--- src/rtl/datatypesPkg.sv ---
// Shared types for the alignment datapath: DNA bases, backtrace directions
// and the job-controller state encoding.
package datatypesPkg;

    typedef enum logic [1:0] {
        A = 2'd0,
        C = 2'd1,
        G = 2'd2,
        T = 2'd3
    } dna_base;

    typedef enum logic [1:0] {
        Nil  = 2'd0,
        Diag = 2'd1,
        Up   = 2'd2,
        Left = 2'd3
    } direction;

    typedef enum logic [1:0] {
        IDLE,
        LOAD,
        RUN,
        DONE
    } ctrl_state_t;

    localparam int unsigned DEFAULT_TIMEOUT_CYCLES = 256;

endpackage

--- src/rtl/cycle_timer.sv ---
// Up-counter that raises hit on reaching TERMINAL-1 and holds there until cleared.
module cycle_timer #(
    parameter int unsigned TERMINAL = 2
) (
    input  logic clk,
    input  logic rst,
    input  logic clear,
    input  logic en,
    output logic hit
);

    localparam int unsigned W = $clog2(TERMINAL) + 1;

    logic [W-1:0] count;

    // Saturating at the terminal count so the counter can never wrap.
    always_ff @(posedge clk) begin
        if (rst || clear) begin
            count <= '0;
        end else if (en && !hit) begin
            count <= count + W'(1);
        end
    end

    assign hit = (count == W'(TERMINAL - 1));

endmodule

--- src/rtl/align_job_controller.sv ---
// Job sequencer for one short_solver: accepts a sequence pair, pulses the
// solver reset, waits for finished (or a timeout) and returns a tagged result.
module align_job_controller
    import datatypesPkg::*;
#(
    parameter int unsigned len1           = 5,
    parameter int unsigned len2           = 5,
    parameter int unsigned ID_W           = 8,
    parameter int unsigned RST_CYCLES     = 2,
    parameter int unsigned TIMEOUT_CYCLES = DEFAULT_TIMEOUT_CYCLES
) (
    input  logic                         clk,
    input  logic                         rst,
    input  logic                         job_valid,
    output logic                         job_ready,
    input  logic [ID_W-1:0]              job_id,
    input  dna_base [len1-1:0]           job_seq1,
    input  dna_base [len2-1:0]           job_seq2,
    output logic                         solver_rst,
    output dna_base [len1-1:0]           solver_seq1,
    output dna_base [len2-1:0]           solver_seq2,
    input  logic                         solver_finished,
    input  logic [$clog2(len1):0]        solver_max_row,
    input  logic [$clog2(len2):0]        solver_max_col,
    input  direction [len1+len2-1:0]     solver_aligned,
    output logic                         res_valid,
    input  logic                         res_ready,
    output logic [ID_W-1:0]              res_id,
    output logic [$clog2(len1):0]        res_max_row,
    output logic [$clog2(len2):0]        res_max_col,
    output direction [len1+len2-1:0]     res_aligned,
    output logic                         res_timeout,
    output logic                         busy,
    output logic [15:0]                  jobs_done
);

    ctrl_state_t              state;
    logic [ID_W-1:0]          id_q;
    dna_base [len1-1:0]       seq1_q;
    dna_base [len2-1:0]       seq2_q;
    logic                     timer_clear;
    logic                     load_en;
    logic                     run_en;
    logic                     load_hit;
    logic                     run_hit;

    assign job_ready   = (state == IDLE) && !rst;
    assign busy        = (state != IDLE);
    assign solver_seq1 = seq1_q;
    assign solver_seq2 = seq2_q;

    assign timer_clear = (state == IDLE);
    assign load_en     = (state == LOAD);
    assign run_en      = (state == RUN);

    cycle_timer #(.TERMINAL(RST_CYCLES)) u_load_timer (
        .clk   (clk),
        .rst   (rst),
        .clear (timer_clear),
        .en    (load_en),
        .hit   (load_hit)
    );

    cycle_timer #(.TERMINAL(TIMEOUT_CYCLES)) u_run_timer (
        .clk   (clk),
        .rst   (rst),
        .clear (timer_clear),
        .en    (run_en),
        .hit   (run_hit)
    );

    always_ff @(posedge clk) begin
        if (rst) begin
            state       <= IDLE;
            solver_rst  <= 1'b1;
            res_valid   <= 1'b0;
            res_timeout <= 1'b0;
            res_id      <= '0;
            res_max_row <= '0;
            res_max_col <= '0;
            jobs_done   <= '0;
            id_q        <= '0;
            for (int unsigned i = 0; i < len1; i++) seq1_q[i] <= A;
            for (int unsigned i = 0; i < len2; i++) seq2_q[i] <= A;
            for (int unsigned i = 0; i < len1 + len2; i++) res_aligned[i] <= Nil;
        end else begin
            unique case (state)
                IDLE: begin
                    solver_rst <= 1'b1;
                    if (job_valid && job_ready) begin
                        id_q   <= job_id;
                        seq1_q <= job_seq1;
                        seq2_q <= job_seq2;
                        state  <= LOAD;
                    end
                end
                LOAD: begin
                    if (load_hit) begin
                        solver_rst <= 1'b0;
                        state      <= RUN;
                    end
                end
                RUN: begin
                    // finished takes priority over a coincident timeout
                    if (solver_finished) begin
                        res_id      <= id_q;
                        res_max_row <= solver_max_row;
                        res_max_col <= solver_max_col;
                        res_aligned <= solver_aligned;
                        res_timeout <= 1'b0;
                        res_valid   <= 1'b1;
                        solver_rst  <= 1'b1;
                        state       <= DONE;
                    end else if (run_hit) begin
                        res_id      <= id_q;
                        res_max_row <= '0;
                        res_max_col <= '0;
                        for (int unsigned i = 0; i < len1 + len2; i++) res_aligned[i] <= Nil;
                        res_timeout <= 1'b1;
                        res_valid   <= 1'b1;
                        solver_rst  <= 1'b1;
                        state       <= DONE;
                    end
                end
                DONE: begin
                    if (res_ready) begin
                        jobs_done <= jobs_done + 16'd1;
                        res_valid <= 1'b0;
                        state     <= IDLE;
                    end
                end
                default: state <= IDLE;
            endcase
        end
    end

endmodule

--- config.mk ---
export PLATFORM = sky130hd
export DESIGN_NAME = align_job_controller
export DESIGN_NICKNAME = d
export VERILOG_FILES = /design/src/rtl/datatypesPkg.sv /design/src/rtl/cycle_timer.sv /design/src/rtl/align_job_controller.sv
export SDC_FILE = /design/constraint.sdc
export NUM_CORES = 1
export LEC_CHECK = 0
export CAP_MARGIN = 20
export CORE_AREA = 2 2 109 111
export DETAILED_ROUTE_END_ITERATION = 6
export DIE_AREA = 0 0 111 113
export PLACE_DENSITY = 0.67
export SLEW_MARGIN = 20
export SYNTH_ARGS = -nofsm -noshare
export SYNTH_HDL_FRONTEND = slang
export SYNTH_HIERARCHICAL = 1
export SYNTH_SLANG_ARGS = --single-unit
--- constraint.sdc ---
create_clock -name clk -period 2.4 [get_ports clk]
set_input_delay 0.36 -clock clk [delete_from_list [all_inputs] [get_ports clk]]
set_output_delay 0.36 -clock clk [all_outputs]
set_load 0.02 [all_outputs]
Yosys cells after proc, flatten, opt, wreduce, memory -nomap -nowiden
Cells that the tools add are included.
W data, S select, Z words.
{"block": "word_totals", "reg_bits": 96, "elab_cells": 82, "out_inout_bits": 77, "in_bits": 61}
{"block": "op_classes", "muxes": 20, "n_eq_ne": 9, "reduce_logical": 19, "addsub": 3}
{"cell": "$mux W20", "n": 2}
{"cell": "$add A16 B1 Y16 const B", "n": 1}
{"cell": "$mux W8", "n": 2}
{"cell": "$mux W4", "n": 3}
{"cell": "$mux W2", "n": 5}
{"cell": "$add A9 B1 Y9 const B", "n": 1}
{"cell": "$eq A9 B8 Y1 const B", "n": 1}
{"cell": "$pmux W2 S4", "n": 1}
{"cell": "$ne A2 B2 Y1 const B", "n": 3}
{"cell": "$reduce_and A2 Y1", "n": 3}
{"cell": "$reduce_and A3 Y1", "n": 2}
{"cell": "$reduce_bool A2 Y1", "n": 3}
{"cell": "$mux W1", "n": 5}
{"cell": "$eq A2 B1 Y1 const B", "n": 2}
{"cell": "$eq A2 B2 Y1 const B", "n": 2}
{"cell": "$logic_and A1 B1 Y1", "n": 4}
{"cell": "$reduce_and A4 Y1", "n": 1}
{"cell": "$logic_not A1 Y1", "n": 3}
{"cell": "$ne A3 B3 Y1 const B", "n": 1}
{"cell": "$pmux W1 S3", "n": 1}
{"cell": "$reduce_bool A3 Y1", "n": 1}
{"cell": "$add A2 B1 Y2 const B", "n": 1}
{"cell": "$logic_not A2 Y1", "n": 1}
{"cell": "$pmux W1 S2", "n": 1}
{"cell": "$logic_or A1 B1 Y1", "n": 1}

Longest topological paths before layout
Gate-level depths: netlist of the first run.
{"block": "logic_depth", "ltp_word": 5, "mapped_depth": 8}

By module
Netlist of the first run, hierarchy kept.
{"module": "align_job_controller", "instances": 1, "seq_area_each_um2": 1701.6, "area_per_inst_um2": 3173.0, "cells_each": 371}
{"module": "cycle_timer (u_run_timer)", "instances": 1, "seq_area_each_um2": 180.2, "area_per_inst_um2": 416.6, "cells_each": 47}
{"module": "cycle_timer (u_load_timer)", "instances": 1, "seq_area_each_um2": 40.0, "area_per_inst_um2": 105.1, "cells_each": 9}

Worst setup path before layout of the first run
OpenSTA, ideal clock, no wires.
{"block": "synth_path", "path_type": "register to register", "start": "register state[0]", "end": "register id_q[5]", "path_slack_ps": 401, "stages_incl_launch_ff": 8, "arrival_ps": 1868, "synth_period_minus_slack_ps": 1999, "setup_time_ps": 131, "path_cell_list": "dfxtp_1 > inv_1 > ha_1 > nor2b_1 > and2_1 > clkbuf_1 > clkbuf_1 > o21ai_0"}
{"block": "synth_via", "elab_chain_len": 4}
{"element": "from (decl)", "line": "align_job_controller.sv:37", "rtl": "ctrl_state_t state;"}
{"element": "from (signal assigned)", "line": "align_job_controller.sv:74", "rtl": "state <= IDLE;"}
{"element": "from (signal assigned)", "line": "align_job_controller.sv:94", "rtl": "state <= LOAD;"}
{"element": "from (signal assigned)", "line": "align_job_controller.sv:100", "rtl": "state <= RUN;"}
{"element": "$logic_not A2 Y1"}
{"element": "named net timer_clear", "line": "align_job_controller.sv:41", "rtl": "logic timer_clear;"}
{"element": "$logic_and A1 B1 Y1", "line": "align_job_controller.sv:47", "rtl": "assign job_ready = (state == IDLE) && !rst;"}
{"element": "named net job_ready", "line": "align_job_controller.sv:15", "rtl": "output logic job_ready,"}
{"element": "$logic_and A1 B1 Y1", "line": "align_job_controller.sv:90", "rtl": "if (job_valid && job_ready) begin"}
{"element": "$reduce_and A2 Y1 (no source line)"}
{"element": "to (signal assigned)", "line": "align_job_controller.sv:91", "rtl": "id_q <= job_id;"}
{"element": "to (decl)", "line": "align_job_controller.sv:38", "rtl": "logic [ID_W-1:0] id_q;"}
The timed path passes the listed nets, and every way through them passes these cells.
A chain may end at the register's enable or synchronous reset.

Final worst setup path of the first run
{"block": "layout_path", "start": "register state[0]", "end": "output port job_ready"}
{"block": "layout_via", "elab_chain_len": 2}
{"element": "$logic_not A2 Y1"}
{"element": "named net timer_clear", "line": "align_job_controller.sv:41"}
{"element": "$logic_and A1 B1 Y1", "line": "align_job_controller.sv:47"}
{"element": "to (decl)", "line": "align_job_controller.sv:15"}
The timed path passes the listed nets, and every way through them passes these cells.

==> results of run 1 <==
-- report_power, final --
part | switching [W] | total [W] | internal, W | leakage, nW
clock | 0.000595 | 0.00153 | 0.000935 | 0.155
sequential | 0.000100 | 0.00187 | 0.00177 | 0.779
combinational | 0.000623 | 0.00116 | 0.000540 | 0.997
total | 0.00132 | 0.00457 | 0.00325 | 1.93
-- metal layers --
layer,vias up,track usage [%]
li1,1714,-
met1,1579,17.8
met2,83,25.7
met3,4,7.07
met4,0,2.75
met5,-,0
-- worst max-delay path: cells and delay by family (launching register included) --
kind / cells / cell delay, ns
adders and majority gates: 1 / 0.28
and+or+nand+nor: 1 / 0.19
buffers and inverters: 2 / 0.73
DFF: 1 / 0.34
-- final cells by class --
type | count | share of cell area [%]
Inverter | 9 | 0.612
Timing Repair Buffer | 143 | 25.6
Multi-Input combinational cell | 298 | 30.0
Tap cell | 143 | 3.24
Clock inverter | 5 | 1.47
Clock buffer | 10 | 4.33
Sequential cell | 96 | 34.8
-- cell usage in the layout, fill, tap and decap left out, types with 4 or more instances in the layout --
cell / synthesis / routed
clkdlybuf4s50_1: 0 / 136
buf_4: 0 / 6
o21ai_0: 35 / 35
nor2_1: 50 / 50
nor3_1: 5 / 5
ha_1: 9 / 8
xnor2_1: 9 / 9
inv_1: 9 / 9
clkbuf_16: 0 / 9
or3_1: 4 / 4
nand2_1: 83 / 83
a22oi_1: 28 / 28
nand3_1: 9 / 9
nor4_1: 4 / 4
dfxtp_1: 96 / 96
nor2b_1: 4 / 4
a21oi_1: 19 / 19
xor2_1: 5 / 5
-- path summary, 6_finish.rpt --
kind,startpoint,endpoint,cells past startpoint
worst max-delay path,state[0]$_SDFFE_PP0P_,job_ready,4
worst min register to register,id_q[5]$_SDFFE_PP0P_,res_id[5]$_SDFFE_PP0P_,2
worst min-delay path,id_q[5]$_SDFFE_PP0P_,res_id[5]$_SDFFE_PP0P_,2
worst max register to register,u_run_timer/count[3]$_SDFFE_PP0P_,state[1]$_SDFFE_PP0P_,7
-- repair_timing --
item	4_1_cts	5_1_grt
endpoints found under the hold margin	0	0
gates resized for setup	0	1
setup endpoints to repair	0	1
-- sequential cells by signal, summed over array words and instances (netlist names) --
signal	flops
res_max_row	4
res_max_col	4
res_timeout	1
u_run_timer/count	9
res_aligned	20
jobs_done	16
res_valid	1
solver_seq2	10
solver_seq1	10
id_q	8
solver_rst	1
u_load_timer/count	2
res_id	8
state	2
-- stage by stage --
step	setup slack, ns	power [W]
CTS	0.0833	0.00463
global route	0.0289	0.00482
floorplan	0.401	0.00256
detailed placement	0.427	0.00307
global placement	0.452	0.00304
finish	0.160	0.00457
-- logic make-up (layout without fill, tap and decap cells) --
family / after synthesis / after routing / share of synthesized area [%]
AND/OR/NAND/NOR: 179 / 179 / 21.8
flip-flops: 96 / 96 / 52.0
AO/OA/AOI/OAI: 94 / 94 / 15.9
buffers and inverters: 33 / 167 / 3.35
XOR/XNOR: 14 / 14 / 3.32
adder cells (fa/ha/maj): 9 / 9 / 3.05
multiplexers: 2 / 2 / 0.542
==> impl_metrics.json, run 1 <==
{
  "status": "finished, final reports clean",
  "pin_count": 138,
  "synthTopCellsByCount": "dfxtp_1 (96), nand2_1 (83), nor2_1 (50), o21ai_0 (35), a22oi_1 (28)",
  "vias_per_cell": 4.80,
  "synth.most_common_cell": "dfxtp_1",
  "ir_drop_v": 0.000653,
  "core-area_sq_um": 11300,
  "synth_area_per_cell_sq_um": 8.65,
  "crit_chain": "inv_1 > ha_2 > nor2b_1 > clkdlybuf4s50_1",
  "io_buffers": 137,
  "synth_top_area_share_pct": 52.0,
  "fin_skew_ns": 0.00539,
  "dpl-instance-area_sq_um": 5200,
  "slowest_delay_ns": 0.62,
  "clockRootBuffer": "clkbuf_16",
  "wl_met3_um": 692,
  "drt_iter0_drc": 184,
  "gp_congestion": 0.774,
  "synthTopCellsByArea": "dfxtp_1 (52%), nand2_1 (8.4%), a22oi_1 (5.7%)",
  "dp_hpwl_mm": 6.60,
  "min_path_type": "reg2reg",
  "cts_buffers": 9,
  "fin_tns_setup_ns": 0,
  "num_vias": 3380,
  "setup_viol": 0,
  "top_layer": "met4",
  "final_cell_area_sq_um": 5520,
  "synthArstFlopShare_pct": 0,
  "hold-worst-slack_ns": 0.453,
  "drc": 0,
  "grt_pass1_wl_mm": 15.4,
  "critPathKind": "reg2out",
  "cp-end-kind": "output pin",
  "fmax_ghz": 0.446,
  "m1WireLength_mm": 4.23,
  "layout_min_cycle_time_ns": 2.24,
  "yosysTopAreaCell": "dfxtp_1",
  "grt-ovfl-total": 0,
  "relSlewSlack_pct": 68.9,
  "synth_area_sq_um": 3690,
  "die_h_um": 113,
  "power_density_nw_per_um2": 827,
  "rsz0062_at_grt": "no",
  "initial_core_util_pct": 32.8,
  "ys_seq_area_share_pct": 52.0,
  "post-route-util_pct": 49.0,
  "dr_wl_met2_mm": 4.56,
  "syn_inst": 427,
  "hold_viol": 0,
  "wl_per_cell_um": 13.5,
  "area_delta_synth_final_pct": 49.4,
  "antenna_found_initial": 0,
  "path_clk_slew_ns": 0.06,
  "die_area_sq_um": 12500,
  "finalCritPeriodShare_pct": 93.3,
  "h-tree-depth": 3,
  "track_usage_pct": 15.1,
  "slew_violations": 0,
  "arrival_ns": 1.88,
  "final_nets": 627,
  "path_max_fanout": 6,
  "yosys.cell_types.count": 40,
  "critPathLaunchType": "flip-flop",
  "final_cells": 704,
  "cts.sinks": 96,
  "post_cts_buffers": 0,
  "dp_cells": 689,
  "n_antenna_cell": 0,
  "p_leak_nw": 1.93,
  "slowest_stage": "clkdlybuf4s50_1",
  "synth_nets": 497,
  "cts-hold-fix-buffers": 0,
  "ys_warn_count": 6,
  "worstPathRequired_ns": 2.04,
  "rrSetupSlack_ns": 0.40,
  "postRouteAntennaNets": 0,
  "final-seq-area_sq_um": 1920,
  "drive_above_1_share_pct": 6.42,
  "wl_mm": 9.54,
  "ys.flop_type": "dfxtp_1",
  "grt_pass1_vias": 3245,
  "insertion_delay_ns": 0.34,
  "synth_seq_cells": 96,
  "nFillCells": 1074,
  "cap_violations": 0,
  "clockBufferDepth": 2,
  "rows": 39,
  "grt_max_degree": 57,
  "die_w_um": 111,
  "multi_input_area_sq_um": 1660,
  "cts_tree": "done",
  "drt_pass1_iterations": 4,
  "worst-slew-pin-transition_ns": 0.465,
  "synth_edf_count": 0
}
No activity file was read; power rests on OpenSTA's default activity.
==> run 2: changes to the inputs <==
- SLEW_MARGIN: 20 -> unset
==> results of run 2 <==
The final DEF is identical to that of run 1; final timing and power are the same.
